### src/rtl/fetch_queue.sv
// Instruction fetch stage: PC, 1-cycle imem read, small queue towards decode.
// Define FETCH_PERF_EN to add the perf_fetched pop counter output.
module fetch_queue #(
    parameter int              PC_W     = 16,
    parameter int              INSTR_W  = 16,
    parameter int              QDEPTH   = 4,
    parameter logic [PC_W-1:0] RESET_PC = '0,
    parameter int              PC_INC   = 1
) (
    input  logic                     clk,
    input  logic                     rst,
    input  logic                     redirect,
    input  logic [PC_W-1:0]          redirect_pc,
    input  logic                     halt,
    input  logic [PC_W-1:0]          halt_pc,
    output logic                     imem_req,
    output logic [PC_W-1:0]          imem_addr,
    input  logic [INSTR_W-1:0]       imem_rdata,
    output logic                     out_valid,
    input  logic                     out_ready,
    output logic [INSTR_W-1:0]       out_instr,
    output logic [PC_W-1:0]          out_pc,
    output logic [PC_W-1:0]          out_pc_plus,
    output logic                     halted,
    output logic [$clog2(QDEPTH):0]  q_count
`ifdef FETCH_PERF_EN
    ,
    output logic [31:0]              perf_fetched
`endif
);
    localparam int              AW  = $clog2(QDEPTH);
    localparam int              CW  = AW + 1;
    localparam logic [PC_W-1:0] INC = PC_W'(PC_INC);

    typedef enum logic {
        RUN    = 1'b0,
        HALTED = 1'b1
    } state_e;

    state_e              state_q;
    logic [PC_W-1:0]     pc_q, pc_d;
    logic                infl_q;
    logic [PC_W-1:0]     infl_pc_q;
    logic [INSTR_W-1:0]  instr_mem_q [QDEPTH];
    logic [PC_W-1:0]     pc_mem_q [QDEPTH];
    logic [AW-1:0]       rd_q, rd_d, wr_q, wr_d;
    logic [CW-1:0]       cnt_q, cnt_d;
    logic [CW:0]         occ;
    logic                run, flush, pop, push;
    logic [PC_W-1:0]     head_pc;

    assign run       = (state_q == RUN);
    assign flush     = halt | redirect;
    assign out_valid = run & (cnt_q != '0);
    assign pop       = out_valid & out_ready & ~flush;
    assign push      = infl_q & ~flush;

    // Occupancy after this edge, counting the read already in flight.
    assign occ      = {1'b0, cnt_q} + (CW+1)'(infl_q) - (CW+1)'(pop);
    assign imem_req = rst & run & ~flush & (occ < (CW+1)'(QDEPTH));

    assign imem_addr   = pc_q;
    assign head_pc     = pc_mem_q[rd_q];
    assign out_instr   = out_valid ? instr_mem_q[rd_q] : '0;
    assign out_pc      = out_valid ? head_pc : '0;
    assign out_pc_plus = out_valid ? head_pc + INC : '0;
    assign halted      = (state_q == HALTED);
    assign q_count     = cnt_q;

    always_comb begin
        pc_d  = pc_q;
        cnt_d = cnt_q + CW'(push) - CW'(pop);
        rd_d  = rd_q + AW'(pop);
        wr_d  = wr_q + AW'(push);
        if (halt) begin
            pc_d = halt_pc;
        end else if (redirect) begin
            pc_d = redirect_pc;
        end else if (imem_req) begin
            pc_d = pc_q + INC;
        end
        if (flush) begin
            cnt_d = '0;
            rd_d  = '0;
            wr_d  = '0;
        end
    end

    always_ff @(posedge clk) begin
        if (!rst) begin
            state_q   <= RUN;
            pc_q      <= RESET_PC;
            infl_q    <= 1'b0;
            infl_pc_q <= '0;
            cnt_q     <= '0;
            rd_q      <= '0;
            wr_q      <= '0;
        end else begin
            if (halt) begin
                state_q <= HALTED;
            end else if (redirect) begin
                state_q <= RUN;
            end
            pc_q   <= pc_d;
            infl_q <= imem_req;
            if (imem_req) begin
                infl_pc_q <= pc_q;
            end
            cnt_q <= cnt_d;
            rd_q  <= rd_d;
            wr_q  <= wr_d;
        end
    end

    always_ff @(posedge clk) begin
        if (push) begin
            instr_mem_q[wr_q] <= imem_rdata;
            pc_mem_q[wr_q]    <= infl_pc_q;
        end
    end

`ifdef FETCH_PERF_EN
    logic [31:0] perf_q;

    always_ff @(posedge clk) begin
        if (!rst) begin
            perf_q <= '0;
        end else if (pop) begin
            perf_q <= perf_q + 32'd1;
        end
    end

    assign perf_fetched = perf_q;
`endif

endmodule

### config.mk
export PLATFORM = sky130hd
export DESIGN_NAME = fetch_queue
export DESIGN_NICKNAME = d
export VERILOG_FILES = /design/src/rtl/fetch_queue.sv
export SDC_FILE = /design/constraint.sdc
export NUM_CORES = 1
export LEC_CHECK = 0
export BUFFER_PORTS_ARGS = -buffer_cell sky130_fd_sc_hd__buf_2
export CORE_UTILIZATION = 56
export DETAILED_ROUTE_END_ITERATION = 12
export PLACE_DENSITY = 0.81
export SLEW_MARGIN = 10
export SYNTH_ARGS = -nofsm -noshare
export SYNTH_HDL_FRONTEND = slang
export SYNTH_SLANG_ARGS = --single-unit
export TNS_END_PERCENT = 20
### constraint.sdc
create_clock -name clk -period 5.31 [get_ports clk]
set_input_delay 0.531 -clock clk [delete_from_list [all_inputs] [get_ports clk]]
set_output_delay 0.531 -clock clk [all_outputs]
set_load 0.05 [all_outputs]
==> report_table.html <==
<table>
<tr><th>Metric</th><th>Value</th></tr>
<tr><th colspan="2">Run status</th></tr>
<tr><td>Result of the run</td><td>finished, final reports clean</td></tr>
<tr><th colspan="2">CTS</th></tr>
<tr><td>Worst-path clk slew</td><td>roughly 60 ps</td></tr>
<tr><td>Resized Gates After CTS</td><td>0</td></tr>
<tr><td>Clock Tree Root</td><td>sky130_fd_sc_hd__clkbuf_16</td></tr>
<tr><td>Post-CTS setup buffer count</td><td>0</td></tr>
<tr><td>Max Buffers Root-to-Sink</td><td>2</td></tr>
<tr><td>Number of levels in the clock H-tree</td><td>4</td></tr>
<tr><td>Clock Latency Late Sink</td><td>about 400 ps</td></tr>
<tr><td>Number of clock sinks seen by CTS</td><td>169</td></tr>
<tr><td>Hold Buf Count CTS</td><td>0</td></tr>
<tr><td>CTS tree</td><td>built</td></tr>
<tr><td>Number of CTS-inserted buffers</td><td>17</td></tr>
<tr><th colspan="2">Timing</th></tr>
<tr><td>Achievable Freq</td><td>approximately 260 MHz</td></tr>
<tr><td>Clock period minus final worst setup slack</td><td>roughly 3900 ps</td></tr>
<tr><td>Slew at the pin with the worst max-slew slack</td><td>roughly 1000 ps</td></tr>
<tr><td>Setup repair after global routing missed its margin</td><td>no</td></tr>
<tr><td>Max-slew headroom</td><td>33.31%</td></tr>
<tr><td>Setup clock skew after layout</td><td>9.338 ps</td></tr>
<tr><td>Number of pins with negative max-slew slack in the final report</td><td>0</td></tr>
<tr><td>Number of setup violations in the final report</td><td>0</td></tr>
<tr><td>Final worst path period share</td><td>between 70% and 80%</td></tr>
<tr><td>TNS Setup</td><td>0 ps</td></tr>
<tr><td>Number of hold violations in the final report</td><td>0</td></tr>
<tr><th colspan="2">Route</th></tr>
<tr><td>WL per Instance</td><td>19.14 um</td></tr>
<tr><td>DRT iter0 DRCs</td><td>458</td></tr>
<tr><td>Detail Route Antenna Nets</td><td>0</td></tr>
<tr><td>Top routing layer used</td><td>met4</td></tr>
<tr><td>Metal2 WL</td><td>around 8000 um</td></tr>
<tr><td>Vias</td><td>just under 5000</td></tr>
<tr><td>Total wire length after detailed routing</td><td>between 15000 and 20000 um</td></tr>
<tr><td>Routed metal-1 wire length</td><td>between 6000 and 7000 um</td></tr>
<tr><td>Number of iterations in the first detailed-routing pass</td><td>5</td></tr>
<tr><td>Number of vias per cell after detailed routing</td><td>about 5.8</td></tr>
<tr><td>Met3 wirelength from detailed routing</td><td>1003 um</td></tr>
<tr><td>Remaining DRCs</td><td>0</td></tr>
<tr><th colspan="2">Global route</th></tr>
<tr><td>Wire length of the first global-routing pass</td><td>roughly 26000 um</td></tr>
<tr><td>Number of antenna violations at the first check in global routing</td><td>0</td></tr>
<tr><td>Via count of the first global-routing pass</td><td>slightly below 5000</td></tr>
<tr><td>Overall global routing resource usage</td><td>about a quarter</td></tr>
<tr><td>Global-route congestion overflow total</td><td>0</td></tr>
<tr><td>Maximum number of pins on one net before global-route repair</td><td>between 40 and 50</td></tr>
<tr><th colspan="2">Synth</th></tr>
<tr><td>Gate count of the mapped netlist</td><td>545</td></tr>
<tr><td>Proportion of synthesized flip-flops having asynchronous set or reset</td><td>0%</td></tr>
<tr><td>Net Count, Synth</td><td>between 600 and 700</td></tr>
<tr><td>Post-synth EDFFs</td><td>about 130</td></tr>
<tr><td>Synth warnings</td><td>0</td></tr>
<tr><td>Count of different cell masters after synthesis</td><td>53</td></tr>
<tr><td>Mean area per synthesized cell</td><td>roughly 14 um2</td></tr>
<tr><td>Sequential cell area fraction in the yosys report</td><td>62.45%</td></tr>
<tr><td>Primary FF master, synth</td><td>sky130_fd_sc_hd__edfxtp_1</td></tr>
<tr><td>Cell area after synthesis</td><td>about 7500 um2</td></tr>
<tr><td>Register bit count reported by yosys</td><td>169</td></tr>
<tr><th colspan="2">Final layout</th></tr>
<tr><td>Layout fillers</td><td>between 800 and 900</td></tr>
<tr><td>Commonest cells after routing, fill and taps aside</td><td>128 x sky130_fd_sc_hd__edfxtp_1, 122 x sky130_fd_sc_hd__buf_2, 49 x sky130_fd_sc_hd__nand2_1</td></tr>
<tr><td>Antenna cells</td><td>0</td></tr>
<tr><td>Final Util</td><td>between 60% and 70%</td></tr>
<tr><td>Synthesis-to-finish area growth</td><td>17.97%</td></tr>
<tr><td>Leading cell type in the layout, fill and taps excluded</td><td>sky130_fd_sc_hd__edfxtp_1</td></tr>
<tr><td>Share of final-layout standard cells stronger than drive strength 1</td><td>between 30% and 40%</td></tr>
<tr><td>Final net count</td><td>between 700 and 800</td></tr>
<tr><th colspan="2">Setup path</th></tr>
<tr><td>Worst-path maximum fanout</td><td>25</td></tr>
<tr><td>Beginning of the critical path</td><td>rd_q[0]</td></tr>
<tr><td>R2R setup slack</td><td>1940 ps</td></tr>
<tr><td>Crit path capture type</td><td>output port</td></tr>
<tr><td>Reg2Reg Launch Point</td><td>halted</td></tr>
<tr><td>Critical path arrival</td><td>3360 ps</td></tr>
<tr><td>Crit Path Class</td><td>flop to output port</td></tr>
<tr><td>Worst reg2reg endpoint</td><td>imem_addr[4]</td></tr>
<tr><td>FF-to-FF path depth</td><td>10</td></tr>
<tr><td>Type of origin of the critical path</td><td>flop</td></tr>
<tr><td>CP Data Required Time</td><td>between 4000 and 5000 ps</td></tr>
<tr><th colspan="2">Floorplan</th></tr>
<tr><td>Die Ht</td><td>about 120 um</td></tr>
<tr><td>Initial core utilization</td><td>58.24%</td></tr>
<tr><td>Io pins</td><td>123</td></tr>
<tr><td>Site Rows</td><td>41</td></tr>
<tr><td>Total Die Area</td><td>roughly 14000 um2</td></tr>
<tr><td>CORE AREA</td><td>roughly 13000 um2</td></tr>
<tr><td>Horizontal die dimension</td><td>around 120 um</td></tr>
<tr><th colspan="2">Hold path</th></tr>
<tr><td>Min-Delay Path Depth</td><td>1</td></tr>
<tr><td>Worst hold path startpoint</td><td>imem_rdata[9]</td></tr>
<tr><td>Class of the tightest hold or removal check</td><td>input pin to flop</td></tr>
<tr><td>Hold endpoint</td><td>instr_mem_q[1][9]</td></tr>
<tr><th colspan="2">Power and ir drop</th></tr>
<tr><td>Peak supply drop</td><td>0.1620 mV</td></tr>
<tr><td>PwrDens</td><td>approximately 320 nW/um2</td></tr>
<tr><td>Leakage Power</td><td>about 3.3 nW</td></tr>
<tr><th colspan="2">Flow run</th></tr>
<tr><td>Count of max-cap constraint violations</td><td>0</td></tr>
<tr><th colspan="2">Placement</th></tr>
<tr><td>Total of buffers placed on input and output ports</td><td>122</td></tr>
<tr><td>DP HPWL</td><td>between 10000 and 15000 um</td></tr>
<tr><td>Global placer's final weighted congestion</td><td>between 0.8 and 0.9</td></tr>
</table>
==> critical path, stage by stage, from the launching register on <==
cell and delay, ps:
sky130_fd_sc_hd__dfxtp_2 920, sky130_fd_sc_hd__mux4_2 490, sky130_fd_sc_hd__nand4_1 270, sky130_fd_sc_hd__nor3_1 500, sky130_fd_sc_hd__nand3_1 210, sky130_fd_sc_hd__xor2_1 180, sky130_fd_sc_hd__nor2_1 90, sky130_fd_sc_hd__buf_2 270
==> per-layer routing <==
layer	track usage, %	vias up
li1	-	2296
met1	33.05	2396
met2	40.72	229
met3	5.184	26
met4	9.215	0
met5	0	-
==> flip-flops by register name, summed over array words and instances, names as in the netlist <==
name and flops:
imem_addr 16, infl_q 1, wr_q 2, rd_q 2, q_count 3, instr_mem_q 64
pc_mem_q 64, infl_pc_q 16, halted 1
==> cell type report <==
type | instances | area (um2) | share of cell area [%]
inverter | 10 | 37.54 | 0.4260
clock inverter | 14 | 173.9 | 1.974
tap | 172 | 215.2 | 2.442
multi-input combinational | 334 | 2620 | 29.73
clock buffer | 18 | 429.2 | 4.870
timing repair buffer | 130 | 670.6 | 7.610
sequential | 169 | 4666 | 52.95
==> report_power, final <==
group	leakage (nW)	internal [mW]	switching, mW
registers	1.58	1.43	0.0246
logic	1.45	0.0520	0.101
clock network	0.285	0.742	0.490
total	3.31	2.22	0.616
==> through the flow <==
| stage | total power [mW] | instance area, um2 | hold slack (ps) | std cells | worst slack (ps) |
|---|---|---|---|---|---|
| floorplan | 1.579 | 7470 | 453.8 | 545 | 1182 |
| global placement | 1.625 | 8209 | 467.9 | 815 | 1484 |
| detailed placement | 1.631 | 8209 | 498.2 | 815 | 1441 |
| CTS | 2.852 | 8812 | 313.6 | 847 | 1383 |
| global route | 2.924 | 8812 | 315.8 | 847 | 1161 |
| finish | 2.838 | 8812 | 329.4 | 847 | 1416 |
==> worst max-delay path by stage <==
stage                              endpoint  cells after the start
after CTS                   out_pc_plus[15]                      7
after detailed placement           imem_req                      9
final                       out_pc_plus[15]                      7
after floorplan           instr_mem_q[1][0]                      5
after global routing        out_pc_plus[15]                      7
after global placement             imem_req                      9
==> kinds of logic after synthesis <==
| family | synth area share [%] |
|---|---|
| compound gates | 9.230 |
| xor+xnor | 2.814 |
| fa+ha+maj | 1.273 |
| buf+inv | 2.680 |
| flops | 62.45 |
| mux | 10.32 |
| simple gates | 11.24 |
==> Yosys cell counts, drive strengths merged (11+ instances only) <==
master / count / area share [%]
a21oi: 15 / 1.2
buf: 11 / 1.1
xor2: 12 / 1.4
edfxtp: 128 / 51
nand2: 49 / 2.5
and2: 35 / 3.0
a21boi: 16 / 1.6
nor2: 30 / 1.5
dfxtp: 41 / 11
o21ai: 31 / 2.2
xnor2: 12 / 1.4
nand3: 13 / 0.87
mux4: 32 / 9.6
clkbuf: 21 / 1.1
Note: power is estimated with default switching activity, not from simulation.
